$ cat src/rtl/frame_buf_reader_pkg.sv
// ----------------------------------------------------------------------------
// frame_buf_reader_pkg
// Shared constants for the frame-buffer read engine:
//   - active-low / active-high assert and deassert levels
//   - reader state encodings (IDLE, FETCH, DRAIN), 2-bit
//   - clog2 constant function used for counter and pointer widths
// ----------------------------------------------------------------------------
package frame_buf_reader_pkg;

    localparam logic ASSERT_L   = 1'b0;
    localparam logic DEASSERT_L = 1'b1;
    localparam logic ASSERT_H   = 1'b1;
    localparam logic DEASSERT_H = 1'b0;

    localparam logic [1:0] ST_IDLE  = 2'd0;
    localparam logic [1:0] ST_FETCH = 2'd1;
    localparam logic [1:0] ST_DRAIN = 2'd2;

    function automatic int clog2(input int value);
        int r;
        r = 0;
        while ((1 << r) < value) begin
            r = r + 1;
        end
        return r;
    endfunction

endpackage

$ cat src/rtl/frame_buf_reader_if.sv
// ----------------------------------------------------------------------------
// frame_buf_reader_if
// Groups the memory read bus and the outgoing pixel stream.
//   master : the reader (drives read strobe/address and pixel stream)
//   slave  : memory + downstream sink (drives read data and pix_ready)
// Signals:
//   mem_rd_en_l, mem_rd_addr          read request (active-low strobe)
//   mem_rd_data, mem_rd_data_valid    read return, variable latency
//   pix_data, pix_valid, pix_ready    valid/ready pixel stream
//   pix_sof, pix_eol                  start-of-frame / end-of-line markers
// ----------------------------------------------------------------------------
interface frame_buf_reader_if #(
    parameter int DATA_WIDTH = 32,
    parameter int ADDR_WIDTH = 8
);
    logic                  mem_rd_en_l;
    logic [ADDR_WIDTH-1:0] mem_rd_addr;
    logic [DATA_WIDTH-1:0] mem_rd_data;
    logic                  mem_rd_data_valid;
    logic [DATA_WIDTH-1:0] pix_data;
    logic                  pix_valid;
    logic                  pix_ready;
    logic                  pix_sof;
    logic                  pix_eol;

    modport master (
        output mem_rd_en_l, mem_rd_addr,
        input  mem_rd_data, mem_rd_data_valid,
        output pix_data, pix_valid, pix_sof, pix_eol,
        input  pix_ready
    );

    modport slave (
        input  mem_rd_en_l, mem_rd_addr,
        output mem_rd_data, mem_rd_data_valid,
        input  pix_data, pix_valid, pix_sof, pix_eol,
        output pix_ready
    );
endinterface

$ cat src/rtl/frame_buf_reader_pix_fifo.sv
// ----------------------------------------------------------------------------
// pix_fifo
// Single-clock return buffer between the memory and the pixel stream.
// Ports:
//   clk, reset   clock, asynchronous active-low reset
//   push, din    write a word (caller guarantees not full)
//   pop          read the head word (ignored when empty)
//   dout         head word, valid whenever !empty
//   count        number of stored words (0..FIFO_DEPTH)
//   empty        no words stored
// ----------------------------------------------------------------------------
module pix_fifo
    import frame_buf_reader_pkg::*;
#(
    parameter int DATA_WIDTH = 32,
    parameter int FIFO_DEPTH = 4
) (
    input  logic                         clk,
    input  logic                         reset,
    input  logic                         push,
    input  logic                         pop,
    input  logic [DATA_WIDTH-1:0]        din,
    output logic [DATA_WIDTH-1:0]        dout,
    output logic [clog2(FIFO_DEPTH):0]   count,
    output logic                         empty
);
    localparam int PW = clog2(FIFO_DEPTH);

    logic [DATA_WIDTH-1:0] mem [FIFO_DEPTH];
    logic [PW-1:0]         wr_ptr;
    logic [PW-1:0]         rd_ptr;
    logic                  do_pop;

    assign empty  = (count == '0);
    assign do_pop = pop && !empty;
    assign dout   = mem[rd_ptr];

    // Storage is cleared on reset so the head word reads as zero.
    always_ff @(posedge clk or negedge reset) begin
        if (!reset) begin
            wr_ptr <= '0;
            rd_ptr <= '0;
            count  <= '0;
            for (int i = 0; i < FIFO_DEPTH; i++) begin
                mem[i] <= '0;
            end
        end else begin
            if (push) begin
                mem[wr_ptr] <= din;
                wr_ptr      <= wr_ptr + 1'b1;
            end
            if (do_pop) begin
                rd_ptr <= rd_ptr + 1'b1;
            end
            case ({push, do_pop})
                2'b10:   count <= count + 1'b1;
                2'b01:   count <= count - 1'b1;
                default: count <= count;
            endcase
        end
    end
endmodule

$ cat src/rtl/frame_buf_reader.sv
// ----------------------------------------------------------------------------
// frame_buf_reader
// Drains one complete frame from frame-buffer memory and presents it as a
// valid/ready pixel stream with start-of-frame and end-of-line markers.
// Ports:
//   clk, reset     clock, asynchronous active-low reset
//   start_l        active-low frame start request (honoured only when idle)
//   frame_rdy      writer has a complete frame in memory
//   bus (master)   memory read bus + pixel stream
//   busy           frame in progress
//   done           one-cycle pulse after the last pixel has been delivered
//   err            sticky: read data returned with no read outstanding
// ----------------------------------------------------------------------------
module frame_buf_reader
    import frame_buf_reader_pkg::*;
#(
    parameter int DATA_WIDTH = 32,
    parameter int ADDR_WIDTH = 8,
    parameter int FRAME_LEN  = 1 << ADDR_WIDTH,
    parameter int LINE_LEN   = 16,
    parameter int FIFO_DEPTH = 4
) (
    input  logic                clk,
    input  logic                reset,
    input  logic                start_l,
    input  logic                frame_rdy,
    frame_buf_reader_if.master  bus,
    output logic                busy,
    output logic                done,
    output logic                err
);
    localparam int OW = clog2(FIFO_DEPTH) + 1;
    localparam int CW = (LINE_LEN > 1) ? clog2(LINE_LEN) : 1;
    localparam logic [ADDR_WIDTH-1:0] LAST_ADDR = ADDR_WIDTH'(FRAME_LEN - 1);
    localparam logic [CW-1:0]         LAST_COL  = CW'(LINE_LEN - 1);

    logic [1:0]            state;
    logic [ADDR_WIDTH-1:0] rd_addr;
    logic [OW-1:0]         outstanding;
    logic [OW-1:0]         fifo_count;
    logic                  fifo_empty;
    logic [DATA_WIDTH-1:0] fifo_dout;
    logic [ADDR_WIDTH-1:0] pix_idx;
    logic [CW-1:0]         col;
    logic                  credit_ok;
    logic                  issue;
    logic                  push;
    logic                  pop;
    logic                  start_go;
    logic                  frame_end;

    // Every in-flight read already owns a FIFO slot, so the FIFO can never
    // overflow no matter how the memory latency varies.
    assign credit_ok = ({1'b0, outstanding} + {1'b0, fifo_count}) < (OW + 1)'(FIFO_DEPTH);
    assign issue     = (state == ST_FETCH) && credit_ok;
    assign push      = bus.mem_rd_data_valid && (outstanding != '0);
    assign pop       = !fifo_empty && bus.pix_ready;
    assign start_go  = (state == ST_IDLE) && (start_l == ASSERT_L) && (frame_rdy == ASSERT_H);
    assign frame_end = (state == ST_DRAIN) && (outstanding == '0) && fifo_empty;

    assign bus.mem_rd_en_l = issue ? ASSERT_L : DEASSERT_L;
    assign bus.mem_rd_addr = rd_addr;
    assign bus.pix_valid   = !fifo_empty;
    assign bus.pix_data    = fifo_dout;
    assign bus.pix_sof     = !fifo_empty && (pix_idx == '0);
    assign bus.pix_eol     = !fifo_empty && (col == LAST_COL);

    pix_fifo #(
        .DATA_WIDTH (DATA_WIDTH),
        .FIFO_DEPTH (FIFO_DEPTH)
    ) u_pix_fifo (
        .clk   (clk),
        .reset (reset),
        .push  (push),
        .pop   (pop),
        .din   (bus.mem_rd_data),
        .dout  (fifo_dout),
        .count (fifo_count),
        .empty (fifo_empty)
    );

    // Reader FSM: the last read parks rd_addr at LAST_ADDR (no wrap) until
    // the frame completes.
    always_ff @(posedge clk or negedge reset) begin
        if (!reset) begin
            state   <= ST_IDLE;
            rd_addr <= '0;
            busy    <= DEASSERT_H;
            done    <= DEASSERT_H;
        end else begin
            done <= DEASSERT_H;
            case (state)
                ST_IDLE: begin
                    if (start_go) begin
                        state   <= ST_FETCH;
                        busy    <= ASSERT_H;
                        rd_addr <= '0;
                    end
                end
                ST_FETCH: begin
                    if (issue) begin
                        if (rd_addr == LAST_ADDR) begin
                            state <= ST_DRAIN;
                        end else begin
                            rd_addr <= rd_addr + 1'b1;
                        end
                    end
                end
                ST_DRAIN: begin
                    if (frame_end) begin
                        state   <= ST_IDLE;
                        busy    <= DEASSERT_H;
                        done    <= ASSERT_H;
                        rd_addr <= '0;
                    end
                end
                default: state <= ST_IDLE;
            endcase
        end
    end

    // Outstanding reads only move on accepted returns; a return with nothing
    // outstanding is dropped and latched as an error.
    always_ff @(posedge clk or negedge reset) begin
        if (!reset) begin
            outstanding <= '0;
            err         <= DEASSERT_H;
        end else begin
            case ({issue, push})
                2'b10:   outstanding <= outstanding + 1'b1;
                2'b01:   outstanding <= outstanding - 1'b1;
                default: outstanding <= outstanding;
            endcase
            if (bus.mem_rd_data_valid && (outstanding == '0)) begin
                err <= ASSERT_H;
            end
        end
    end

    // Marker counters track popped pixels within the frame and the line.
    always_ff @(posedge clk or negedge reset) begin
        if (!reset) begin
            pix_idx <= '0;
            col     <= '0;
        end else if (start_go || frame_end) begin
            pix_idx <= '0;
            col     <= '0;
        end else if (pop) begin
            pix_idx <= pix_idx + 1'b1;
            col     <= (col == LAST_COL) ? '0 : col + 1'b1;
        end
    end
endmodule

$ cat src/flat_wrapper.sv
// flat-port wrapper written by rule: the top's interface ports become plain ports
module frame_buf_reader_flat import frame_buf_reader_pkg::*;
#(
    parameter int DATA_WIDTH = 32,
    parameter int ADDR_WIDTH = 8,
    parameter int FRAME_LEN  = 1 << ADDR_WIDTH,
    parameter int LINE_LEN   = 16,
    parameter int FIFO_DEPTH = 4
)
  (clk, reset, start_l, frame_rdy, busy, done, err, bus_mem_rd_en_l, bus_mem_rd_addr, bus_mem_rd_data, bus_mem_rd_data_valid, bus_pix_data, bus_pix_valid, bus_pix_sof, bus_pix_eol, bus_pix_ready);
  frame_buf_reader_if #(.DATA_WIDTH(DATA_WIDTH), .ADDR_WIDTH(ADDR_WIDTH)) bus_i ();
  input  logic clk;
  input  logic reset;
  input  logic start_l;
  input  logic frame_rdy;
  output logic busy;
  output logic done;
  output logic err;
  output wire logic [$bits(bus_i.mem_rd_en_l)-1:0] bus_mem_rd_en_l;
  output wire logic [$bits(bus_i.mem_rd_addr)-1:0] bus_mem_rd_addr;
  input wire logic [$bits(bus_i.mem_rd_data)-1:0] bus_mem_rd_data;
  input wire logic [$bits(bus_i.mem_rd_data_valid)-1:0] bus_mem_rd_data_valid;
  output wire logic [$bits(bus_i.pix_data)-1:0] bus_pix_data;
  output wire logic [$bits(bus_i.pix_valid)-1:0] bus_pix_valid;
  output wire logic [$bits(bus_i.pix_sof)-1:0] bus_pix_sof;
  output wire logic [$bits(bus_i.pix_eol)-1:0] bus_pix_eol;
  input wire logic [$bits(bus_i.pix_ready)-1:0] bus_pix_ready;
  assign bus_mem_rd_en_l = bus_i.mem_rd_en_l;
  assign bus_mem_rd_addr = bus_i.mem_rd_addr;
  assign bus_i.mem_rd_data = bus_mem_rd_data;
  assign bus_i.mem_rd_data_valid = bus_mem_rd_data_valid;
  assign bus_pix_data = bus_i.pix_data;
  assign bus_pix_valid = bus_i.pix_valid;
  assign bus_pix_sof = bus_i.pix_sof;
  assign bus_pix_eol = bus_i.pix_eol;
  assign bus_i.pix_ready = bus_pix_ready;
  frame_buf_reader #(.DATA_WIDTH(DATA_WIDTH), .ADDR_WIDTH(ADDR_WIDTH), .FRAME_LEN(FRAME_LEN), .LINE_LEN(LINE_LEN), .FIFO_DEPTH(FIFO_DEPTH)) u_core (.clk(clk), .reset(reset), .start_l(start_l), .frame_rdy(frame_rdy), .bus(bus_i), .busy(busy), .done(done), .err(err));
endmodule
$ cat config.mk
export PLATFORM = sky130hd
export DESIGN_NAME = frame_buf_reader_flat
export DESIGN_NICKNAME = d
export VERILOG_FILES = /design/src/rtl/frame_buf_reader_pkg.sv /design/src/rtl/frame_buf_reader_if.sv /design/src/rtl/frame_buf_reader_pix_fifo.sv /design/src/rtl/frame_buf_reader.sv /design/src/flat_wrapper.sv
export SDC_FILE = /design/constraint.sdc
export NUM_CORES = 1
export LEC_CHECK = 0
export ABC_CLOCK_PERIOD_IN_PS = 4700
export BUFFER_PORTS_ARGS = -buffer_cell sky130_fd_sc_hd__buf_2
export CAP_MARGIN = 25
export CORE_ASPECT_RATIO = 1.4
export CORE_MARGIN = 4
export CORE_UTILIZATION = 36
export CTS_CLUSTER_SIZE = 20
export DETAILED_ROUTE_END_ITERATION = 10
export SKIP_CTS_REPAIR_TIMING = 1
export SYNTH_ARGS = -nofsm -noshare
export SYNTH_HDL_FRONTEND = slang
export SYNTH_SLANG_ARGS = --single-unit
$ cat constraint.sdc
create_clock -name clk -period 4.7 [get_ports clk]
set_input_delay 1.175 -clock clk [delete_from_list [all_inputs] [get_ports clk]]
set_output_delay 1.175 -clock clk [all_outputs]
set_load 0.01 [all_outputs]
# --- Yosys cells after proc, flatten, opt, wreduce, memory -nomap -nowiden ---
# Index checks and enable logic that the tools add are counted.
totals:
  register_bits: 163
  inputBits: 38
  output_inout_bits: 47
  elab_cells: 101
op_classes:
  bitwise_logic: 3
  n_reduce_logical: 27
  order_cmp: 4
  n_eq_ne: 13
  n_mux: 29
  addsub: 10
op_table:
  columns: ["op", "count"]
  rows:
  - ["$bwmux 128", 1]
  - ["$mux 32", 3]
  - ["$bmux 32 s2", 1]
  - ["$demux 32 s2", 1]
  - ["$mux 8", 6]
  - ["$pmux 8 s3", 1]
  - ["$add 8x1->8 const B", 2]
  - ["$logic_and 1x1->1", 12]
  - ["$mux 4", 3]
  - ["$pmux 3 s2", 2]
  - ["$eq 8x8->1 const B", 1]
  - ["$logic_not 8->1", 1]
  - ["$mux 2", 4]
  - ["$reduce_bool 2->1", 4]
  - ["$add 3x1->3 const B", 2]
  - ["$eq 2x1->1 const B", 3]
  - ["$eq 2x2->1 const B", 3]
  - ["$ge 3x3->1 const B", 2]
  - ["$logic_not 3->1", 2]
  - ["$ne 2x1->1 const B", 3]
  - ["$not 2->3", 2]
  - ["$pmux 2 s3", 1]
  - ["$reduce_bool 3->1", 2]
  - ["$sub 3x1->3 const B", 2]
  - ["other kinds (16)", 22]

# --- Depth between registers and ports, before layout ---
# Gate-level depths: netlist (run 1).
logic_depth:
  depth_word: 6
  mapped_depth: 10
  ltp_nobuf: 9

# --- Hierarchy ---
# Synthesis (run 1) repeated with hierarchy kept, for this count alone.
unflattened:
  hier_cells: 504
  hier_area_um2: 7578.5
modules_own_cells:
  columns: ["mod", "cells_each", "area_per_inst_um2", "n_inst", "seq_area_each_um2"]
  rows:
  - ["pix_fifo", 345, 6030.8, 1, 3378.2]
  - ["frame_buf_reader", 159, 1547.7, 1, 700.7]

# --- Least setup slack after synthesis (run 1) ---
# OpenSTA, ideal clock, no wires.
synth_timing:
  kind: "input-to-reg"
  start: "input port bus_mem_rd_data_valid"
  end: "register u_core.u_pix_fifo.count[2]"
  stages: 9
  n_path_buf: 1
  t_required_ns: 4.621
  setup_slack_ns: 2.138
  arrival_ns: 2.483
  setup_ns: 0.079
  cell_sequence: "nor2b_1 buf_4 inv_1 ha_1 inv_1 fa_1 xor2_1 nor2_1 xor2_1"
synth_via:
  elab_chain_cells: 3
synth_lines:
  columns: ["item", "line_no", "source"]
  rows:
  - ["start: declaration", "flat_wrapper.sv:22", "input wire logic [$bits(bus_i.mem_rd_data_valid)-1:0] bus_mem_rd_data_valid;"]
  - ["$logic_and 1x1->1 *", "frame_buf_reader.sv:56", "assign push = bus.mem_rd_data_valid && (outstanding != '0);"]
  - ["via u_core.push", "frame_buf_reader.sv:47", "logic push;"]
  - ["$eq 2x1->1 / $eq 2x2->1 (equally long branches)", "frame_buf_reader_pix_fifo.sv:55", "case ({push, do_pop})"]
  - ["$pmux 3 s2 / $reduce_bool 2->1 (equally long branches)", null, null]
  - ["end signal: assignment", "frame_buf_reader_pix_fifo.sv:56", "2'b10: count <= count + 1'b1;"]
  - ["end signal: assignment", "frame_buf_reader_pix_fifo.sv:57", "2'b01: count <= count - 1'b1;"]
  - ["end signal: assignment", "frame_buf_reader_pix_fifo.sv:58", "default: count <= count;"]
  - ["end: declaration", "frame_buf_reader_pix_fifo.sv:24", "output logic [clog2(FIFO_DEPTH):0] count,"]
# The timed path passes the listed nets; every way through them passes the cells marked *.
# A chain may end at the register's enable or synchronous reset.

# --- Worst setup path after layout (run 1) ---
layout_timing:
  start: "register u_core.u_pix_fifo.rd_ptr[0]"
  end: "output port bus_pix_data[0]"
layout_via:
  elab_chain_cells: 4
layout_lines:
  columns: ["item", "line_no", "source"]
  rows:
  - ["start: declaration", "frame_buf_reader_pix_fifo.sv:31", "logic [PW-1:0] rd_ptr;"]
  - ["start signal: assignment", "frame_buf_reader_pix_fifo.sv:53", "rd_ptr <= rd_ptr + 1'b1;"]
  - ["$not 2->3 (not written as such)", "frame_buf_reader_pix_fifo.sv:36", "assign dout = mem[rd_ptr];"]
  - ["$bmux 32 s2", "frame_buf_reader_pix_fifo.sv:36", null]
  - ["$mux 32 (not written as such) (2 in a row)", "frame_buf_reader_pix_fifo.sv:36", null]
  - ["end: declaration", "flat_wrapper.sv:23", "output wire logic [$bits(bus_i.pix_data)-1:0] bus_pix_data;"]
# Every way passes these cells. The select of a mux whose other input is x is not followed.

==> results of run 1 <==
==> cell type report <==
| cell class | instances | area [um2] |
|---|---|---|
| repair buffers | 90 | 472 |
| multi-input cells | 297 | 3150 |
| flip-flops and latches | 163 | 4080 |
| clock buffers | 21 | 450 |
| clock inverters | 9 | 133 |
| diodes | 1 | 2.50 |
| well taps | 256 | 320 |
| inverters | 14 | 55.1 |
| fillers | 1866 | 11800 |
==> placed cells by master, fill, tap and decap left out, types with 8 or more instances in the layout <==
cell type	count
mux2_1	120
ha_1	12
buf_2	83
nand2_1	16
xnor2_1	13
nor2_1	20
dfrtp_1	161
nand3_1	8
mux2_2	8
clkbuf_16	17
xor2_1	9
inv_1	12
mux4_2	32
==> logic make-up after synthesis <==
kind of cell / synth area share [%]
AO/OA/AOI/OAI: 1.89
XOR/XNOR: 2.58
adder cells (fa/ha/maj): 2.54
buffers and inverters: 3.30
flip-flops: 54.5
multiplexers: 29.2
AND/OR/NAND/NOR: 5.99
==> registers in the layout (all words and copies together) (netlist names), 2 cells and up <==
register / flops
u_core.u_pix_fifo.count: 3
u_core.bus.mem_rd_addr: 8
u_core.pix_idx: 8
u_core.col: 4
u_core.u_pix_fifo.wr_ptr: 2
u_core.u_pix_fifo.rd_ptr: 2
u_core.u_pix_fifo.mem: 128
u_core.outstanding: 3
u_core.state: 2
==> worst register-to-register path, stage by stage (launching register included) <==
cell and delay (ns):
dfrtp_1 0.43, nor3_2 0.35, nor2b_1 0.09, buf_4 0.20, inv_1 0.07, ha_1 0.17, inv_1 0.06, fa_1 0.38
xor2_1 0.15, nor2_1 0.11, xor2_1 0.15
==> per-stage QoR <==
| stage | util [%] | hold WS (ns) | area, um2 | cells |
|---|---|---|---|---|
| 2_1_floorplan | - | 0.459 | 7480 | 498 |
| 3_3_place_gp | 39.5 | 0.446 | 8080 | 820 |
| 3_5_place_dp | 39.5 | 0.455 | 8080 | 820 |
| 4_1_cts | 42.3 | 0.469 | 8670 | 850 |
| 5_1_grt | 42.3 | 0.482 | 8670 | 851 |
| 6_report | 42.3 | 0.464 | 8670 | 851 |
==> routing by layer <==
layer  vias to the layer above  share of wire, %  routed length [um]  track usage (%)
li1                       1960                 -                   -                -
met1                      2263                41                6390             16.6
met2                        63                53                8320             25.6
met3                        21               4.1                 643             3.86
met4                         4               1.7                 269             5.76
met5                         -              0.13                  21                0
==> power breakdown <==
part	internal [mW]	total (mW)	switching, mW
Combinational	1.32	2.41	1.09
Sequential	2.09	2.61	0.513
Clock	0.843	1.39	0.547
Total	4.26	6.41	2.15
==> worst min path at each step <==
stage | startpoint | to | depth (start not counted)
detailed placement | u_core.err | u_core.err | 1
global route | u_core.err | u_core.err | 1
global placement | u_core.err | u_core.err | 1
finish | u_core.err | u_core.err | 1
floorplan | u_core.u_pix_fifo.mem[33] | u_core.u_pix_fifo.mem[33] | 1
CTS | u_core.err | u_core.err | 1
==> flow_summary.yaml, run 1 <==
timing:
  skew_ns: 0.00764
  fmax_mhz: 300
  rsz0062_at_grt: "no"
  finalWorstSetupSlack_ns: 1.37
  drv_slew: 0
  period_share_pct: 70.9
  tightest_slew_ns: 0.956
  setup-tns-final_ns: 0
  hold_viol: 0
  slew_headroom_pct: 36.3
  post-route-min-period_ns: 3.33
  finalSetupViolations: 0
place:
  routabilityCongestion: 0.753
  io_buffers: 84
  dp_slack_ns: 1.72
  place_hpwl_um: 10400
logic_synthesis:
  ys_ff_latch: 163
  synthTopCellsByCount: "dfrtp_1, mux2_1, mux4_2"
  synth_cells: 498
  syn_nets: 550
  synth-main-ff-cell: "dfrtp_1"
  netlist_area_um2: 7480
  syn_area_per_cell_um2: 15.0
  synth_top_area_share_pct: 54.5
  ys_seq_area_share_pct: 54.5
  synth_cell_types: 42
  yosysMostFrequentCell: "dfrtp_1"
  synth.largest_area_cell: "dfrtp_1"
  synth_edf_count: 0
  synthTopCellsByArea: "dfrtp_1, mux2_1, mux4_2"
  synth_warnings: 0
  synth-async-reset-ratio_pct: 100
min_path:
  hp-class: "reg -> reg"
die:
  die_w_um: 130
  coreArea_um2: 20500
  die_height_um: 179
  initial_core_util_pct: 36.5
  io_pins: 85
  dieArea_um2: 23200
  rows: 62
setup_path:
  crit_fanout: 16
  path_delay_family: "flip-flops"
  path_depth: 3
  start_kind: "flip-flop"
  ff2ff_path_depth: 10
  slowest_stage: "dfrtp_2"
  rr_startpoint: "u_core.outstanding[0]"
  path_cells: "buf_4 -> mux4_2 -> buf_2"
  r2r-end: "u_core.u_pix_fifo.count[2]"
  endpoint: "bus_pix_data[0]"
  arrival_ns: 2.16
  critPathMaxStageDelay_ns: 0.69
  cp.required_ns: 3.52
  r2r_slack_ns: 2.46
  worstSetupStartpoint: "u_core.u_pix_fifo.rd_ptr[0]"
  end_kind: "primary output"
  crit_buf_inv: 2
  worstSetupPathType: "reg -> out"
grt:
  grt_max_degree: 95
  grt_overflow: 0
  grt_pass1_vias: 4903
  grt_util_all_layers_pct: 14.5
  antenna_found_initial: 3
  grt_pass1_wl_um: 25800
routing:
  via_per_inst: 5.07
  vias: 4311
  ant_nets: 0
  wire_per_inst_um: 18.4
  post-route-drc-count: 0
  drtIter0Drc: 175
  drt-total-wl_um: 15600
  firstDrtPassIters: 4
clock_network:
  root_buffer: "clkbuf_16"
  cts_made_buffers: 17
  ctsHtreeMaxLevel: 4
  clock-sinks: 163
  clk_latency_ns: 0.42
  clockBufferDepth: 2
  cts_tree: "yes"
  clk_pin_slew_ns: 0.06
pwr:
  power_density_nw_per_um2: 739
  total_power_mw: 6.41
  vdd_drop_max_v: 0.000248
  leakagePower_nw: 3.81
status:
  status: "finished, final reports clean"
layout:
  synthToLayoutAreaGrowth_pct: 15.9
  nets: 635
  drive_above_1_share_pct: 29.6
run:
  maxCapViolCount: 0
Note: power is estimated with default switching activity, not from simulation.
==> run 2, diff against run 1 <==
--- a/config.mk
+++ b/config.mk
@@ -5,7 +5,8 @@
 export SDC_FILE = /design/constraint.sdc
 export NUM_CORES = 1
 export LEC_CHECK = 0
-export ABC_CLOCK_PERIOD_IN_PS = 4700
+export ABC_AREA = 1
+export ABC_CLOCK_PERIOD_IN_PS = 2800
 export BUFFER_PORTS_ARGS = -buffer_cell sky130_fd_sc_hd__buf_2
 export CAP_MARGIN = 25
 export CORE_ASPECT_RATIO = 1.4
==> constraint.sdc (replaced) <==
create_clock -name clk -period 2.8 [get_ports clk]
set_input_delay 0.7 -clock clk [delete_from_list [all_inputs] [get_ports clk]]
set_output_delay 0.7 -clock clk [all_outputs]
set_load 0.01 [all_outputs]
==> run 2 against run 1 <==
Clock skew rose by 0.0038 ns. Worst setup slack got worse by 1.2 ns. Non-clock buffer count up 6. Wire length grew 15%. Global-route usage increased by 1.6 points. Sequential cell count stayed put. Hold slack got worse by 0.21 ns. Final area up 2.8%. Critical path type unchanged. Largest power group is now combinational cells.
==> flow_summary.yaml, run 2 <==
status:
  status: "finished, final reports clean"
timing:
  slew_headroom_pct: 53.9
  fmax_mhz: 384
  period_share_pct: 93.1
  setup-tns-final_ns: 0
  hold_viol: 0
  drv_slew: 0
  post-route-min-period_ns: 2.61
  skew_ns: 0.0114
  finalWorstSetupSlack_ns: 0.194
  finalSetupViolations: 0
  whs_ns: 0.251
  rsz0062_at_grt: "no"
  tightest_slew_ns: 0.691
grt:
  antenna_found_initial: 0
  grt_overflow: 0
  grt_util_all_layers_pct: 16.0
  grt_pass1_vias: 6129
  grt_max_degree: 65
  grt_pass1_wl_um: 30400
logic_synthesis:
  synth.largest_area_cell: "dfrtp_1"
  synth-main-ff-cell: "dfrtp_1"
  synth_cells: 887
  synthTopCellsByCount: "o21ai_0, nand2_1, dfrtp_1"
  syn_area_per_cell_um2: 8.56
  synthTopCellsByArea: "dfrtp_1, o21ai_0, nand2_1"
  synth-async-reset-ratio_pct: 100
  syn_nets: 939
  synth_top_area_share_pct: 53.7
  ys_seq_area_share_pct: 53.7
  synth_edf_count: 0
  ys_ff_latch: 163
  netlist_area_um2: 7590
  synth_warnings: 0
  yosysMostFrequentCell: "o21ai_0"
  synth_cell_types: 32
die:
  initial_core_util_pct: 36.8
  rows: 62
  io_pins: 85
  die_height_um: 180
  coreArea_um2: 20600
  die_w_um: 131
  dieArea_um2: 23500
clock_network:
  clockBufferDepth: 2
  clock-sinks: 163
  ctsHtreeMaxLevel: 4
  clk_latency_ns: 0.42
  clk_pin_slew_ns: 0.06
  cts_tree: "yes"
  root_buffer: "clkbuf_16"
  cts_made_buffers: 17
layout:
  regMostFlops: "u_core.u_pix_fifo.mem"
  drive_above_1_share_pct: 14.8
  nets: 1007
  fin_cells: 1224
  layout_common_cells: "o21ai_0, nand2_1, dfrtp_1, nor2_1, buf_2"
  synthToLayoutAreaGrowth_pct: 17.4
  utilization_pct: 43.2
  fillers: 2105
  largest_reg_flops: 128
  final_common_cell: "o21ai_0"
  antennaDiodeCount: 0
setup_path:
  worstSetupPathType: "reg -> out"
  critPathMaxStageDelay_ns: 0.57
  path_delay_family: "flip-flops"
  arrival_ns: 1.91
  crit_fanout: 27
  slowest_stage: "dfrtp_2"
  end_kind: "primary output"
  start_kind: "flip-flop"
  path_cells: "buf_4 -> o21ai_0 -> o22ai_1 -> buf_2"
  cp.required_ns: 2.10
  crit_buf_inv: 2
routing:
  ant_nets: 0
  drt-total-wl_um: 18000
  post-route-drc-count: 0
  wire_per_inst_um: 14.7
  via_per_inst: 5.01
  drtIter0Drc: 380
  firstDrtPassIters: 5
  vias: 6131
pwr:
  leakagePower_nw: 4.36
  power_density_nw_per_um2: 1230
  vdd_drop_max_v: 0.000513
place:
  place_hpwl_um: 11500
  routabilityCongestion: 0.792
  dp_slack_ns: 0.533
  io_buffers: 84
  place_inst: 1192
run:
  maxCapViolCount: 0
min_path:
  hp-class: "in -> async"
[run 2: layout make-up]
| class | instances | area [um2] | area share (%) |
|---|---|---|---|
| Timing Repair Buffer | 96 | 567 | 6.36 |
| Multi-Input combinational cell | 606 | 3000 | 33.6 |
| Clock buffer | 20 | 457 | 5.12 |
| Clock inverter | 12 | 228 | 2.55 |
| Inverter | 71 | 267 | 2.99 |
| Sequential cell | 163 | 4080 | 45.8 |
| Tap cell | 256 | 320 | 3.59 |
[run 2: final timing paths]
check                                             from                         end  slack, ns  depth (start not counted)
hold / removal                                   reset   u_core.u_pix_fifo.mem[59]       0.25                          1
hold reg to reg                             u_core.err                  u_core.err       0.48                          1
setup reg to reg                 u_core.outstanding[1]  u_core.u_pix_fifo.count[2]       0.70                          9
max in group asynchronous                        reset  u_core.u_pix_fifo.mem[117]       1.83                          2
min in group clk                            u_core.err                  u_core.err       0.48                          1
setup / recovery           u_core.u_pix_fifo.rd_ptr[0]            bus_pix_data[22]       0.19                          4
[run 2: per-layer routing]
layer / track usage [%] / routed length (um) / vias up / part of all wire (%)
met3: 3.56 / 718 / 30 / 4.0
li1: - / - / 3071 / -
met5: 0 / 0 / - / 0
met1: 20.2 / 7990 / 2921 / 44
met4: 5.97 / 390 / 0 / 2.2
met2: 26.7 / 8950 / 109 / 50
[run 2: worst register-to-register path: cells and delay by family (launching register included)]
| kind | cells | cell delay, ns |
|---|---|---|
| xor+xnor | 1 | 0.15 |
| compound gates | 2 | 0.25 |
| flops | 1 | 0.44 |
| simple gates | 2 | 0.50 |
| fa+ha+maj | 2 | 0.51 |
| buf+inv | 2 | 0.13 |
[run 2: per-stage QoR]
step,power [mW],instance area (um2)
2_1_floorplan,6.92,7590
3_3_place_gp,8.30,8230
3_5_place_dp,8.39,8230
4_1_cts,11.1,8910
5_1_grt,11.9,8910
6_report,11.0,8910
[run 2: report_power, final]
part	internal (mW)	switching [mW]	total, mW	leakage [nW]
Combinational	1.60	2.71	4.31	1.98
Sequential	3.37	0.613	3.98	2.06
Clock	1.73	0.945	2.67	0.330
Total	6.69	4.27	11.0	4.36
[run 2: kinds of logic after synthesis]
kind of cell,after synthesis,share of synthesized area [%]
xor gates and xnor gates,8,0.923
DFF,163,53.7
buffers and inverters,118,6.82
AOI/OAI and AO/OA,253,17.4
and+or+nand+nor,331,18.6
adders and majority gates,14,2.50
==> run 3, diff against run 2 <==
--- a/config.mk
+++ b/config.mk
@@ -14,6 +14,7 @@
 export CORE_UTILIZATION = 36
 export CTS_CLUSTER_SIZE = 20
 export DETAILED_ROUTE_END_ITERATION = 10
+export SETUP_SLACK_MARGIN = 0.3
 export SKIP_CTS_REPAIR_TIMING = 1
 export SYNTH_ARGS = -nofsm -noshare
 export SYNTH_HDL_FRONTEND = slang
==> run 3 against run 2 <==
Final area up 1.2%. Die area unchanged. Critical path depth increased by 1. Clock-buffer cell count did not move. Sequential share of layout area is 0.52 points lower. Sequential cell count unchanged. First-iteration DRC count fell by 5.8%. Critical endpoint is now bus_pix_data[16]. Largest cell class unchanged. Highest routed layer unchanged.
==> flow_summary.yaml, run 3 (synthesis gave the netlist of run 2 again) <==
die:
  initial_core_util_pct: 36.8
  coreArea_um2: 20600
  die_height_um: 180
  rows: 62
  dieArea_um2: 23500
  io_pins: 85
  die_w_um: 131
pwr:
  leakagePower_nw: 4.41
  vdd_drop_max_v: 0.000514
  power_density_nw_per_um2: 1240
layout:
  regMostFlops: "u_core.u_pix_fifo.mem"
  fillers: 2097
  largest_reg_flops: 128
  nets: 1011
  final_common_cell: "o21ai_0"
  layout_common_cells: "o21ai_0, nand2_1, dfrtp_1, nor2_1, buf_2"
  drive_above_1_share_pct: 15.5
  synthToLayoutAreaGrowth_pct: 18.8
  antennaDiodeCount: 0
  final_area_um2: 9020
clock_network:
  ctsHtreeMaxLevel: 4
  clk_pin_slew_ns: 0.06
  cts_made_buffers: 17
  root_buffer: "clkbuf_16"
  clock-sinks: 163
  clockBufferDepth: 2
  cts_tree: "yes"
  clk_latency_ns: 0.42
routing:
  drtIter0Drc: 358
  post-route-drc-count: 0
  ant_nets: 0
  via_per_inst: 5.03
  vias: 6179
  drt-total-wl_um: 18400
  firstDrtPassIters: 5
  wire_per_inst_um: 14.9
status:
  status: "finished, final reports clean"
timing:
  drv_slew: 0
  fmax_mhz: 412
  whs_ns: 0.250
  rsz0062_at_grt: "yes"
  post-route-min-period_ns: 2.43
  finalSetupViolations: 0
  setup-tns-final_ns: 0
  period_share_pct: 86.6
  tightest_slew_ns: 0.702
  slew_headroom_pct: 53.2
  skew_ns: 0.0111
  finalWorstSetupSlack_ns: 0.374
  hold_viol: 0
place:
  routabilityCongestion: 0.792
  place_hpwl_um: 11500
  io_buffers: 84
  dpl-instance-area_um2: 8230
  dp_slack_ns: 0.533
setup_path:
  arrival_ns: 1.73
  end_kind: "primary output"
  start_kind: "flip-flop"
  crit_fanout: 22
  cp.required_ns: 2.10
  ff2ff_path_depth: 9
  worstSetupPathType: "reg -> out"
grt:
  grt_pass1_vias: 6129
  grt_max_degree: 65
  grt_util_all_layers_pct: 16.0
  grt_pass1_wl_um: 30400
  antenna_found_initial: 0
  grt_overflow: 0
run:
  maxCapViolCount: 0
min_path:
  hp-class: "in -> async"
## run 3: cell count changes in the layout (fill, tap and decap cells not counted), moves of 2 or more
cell       change
clkbuf_16      +2
buf_6          +2
o22ai_2        +2
o22ai_1        -2
## run 3: per-stage QoR
step | std cells | util [%] | total power, mW
6_report | 1228 | 43.7 | 11.2
3_5_place_dp | 1192 | 39.9 | 8.39
4_1_cts | 1224 | 43.2 | 11.1
5_1_grt | 1228 | 43.7 | 12.1
3_3_place_gp | 1192 | 39.9 | 8.30
2_1_floorplan | 887 | - | 6.92
## run 3: layout make-up
cell class	instances	area (um2)	area share, %
Tap cell	256	320	3.55
Multi-Input combinational cell	606	3020	33.4
Timing Repair Buffer	100	652	7.22
Inverter	71	269	2.98
Sequential cell	163	4080	45.2
Clock buffer	20	457	5.06
Clock inverter	12	228	2.52
## run 3: layer usage
metal,global-route usage (%),wire length [um]
met5,0,0
met4,5.97,376
met3,3.56,709
met2,26.7,9070
met1,20.2,8200
## run 3: path summary, 6_finish.rpt
path                       slack, ns                   startpoint                          to
max                             0.37  u_core.u_pix_fifo.rd_ptr[0]            bus_pix_data[16]
min                             0.25                        reset   u_core.u_pix_fifo.mem[59]
max reg2reg                     0.70        u_core.outstanding[1]  u_core.u_pix_fifo.count[2]
min reg2reg                     0.48                   u_core.err                  u_core.err
max in group asynchronous       1.84                        reset  u_core.u_pix_fifo.mem[117]
min in group clk                0.48                   u_core.err                  u_core.err
## run 3: report_power, final
| part | total (mW) | internal, mW | switching (mW) | leakage [nW] |
|---|---|---|---|---|
| clock | 2.67 | 1.73 | 0.947 | 0.330 |
| sequential | 3.97 | 3.37 | 0.598 | 2.06 |
| combinational | 4.51 | 1.73 | 2.78 | 2.02 |
## run 3: critical path, stage by stage (launching register included)
cell	delay, ns
dfrtp_4	0.53
inv_4	0.14
buf_12	0.17
nor2_1	0.05
o22ai_1	0.23
buf_2	0.18
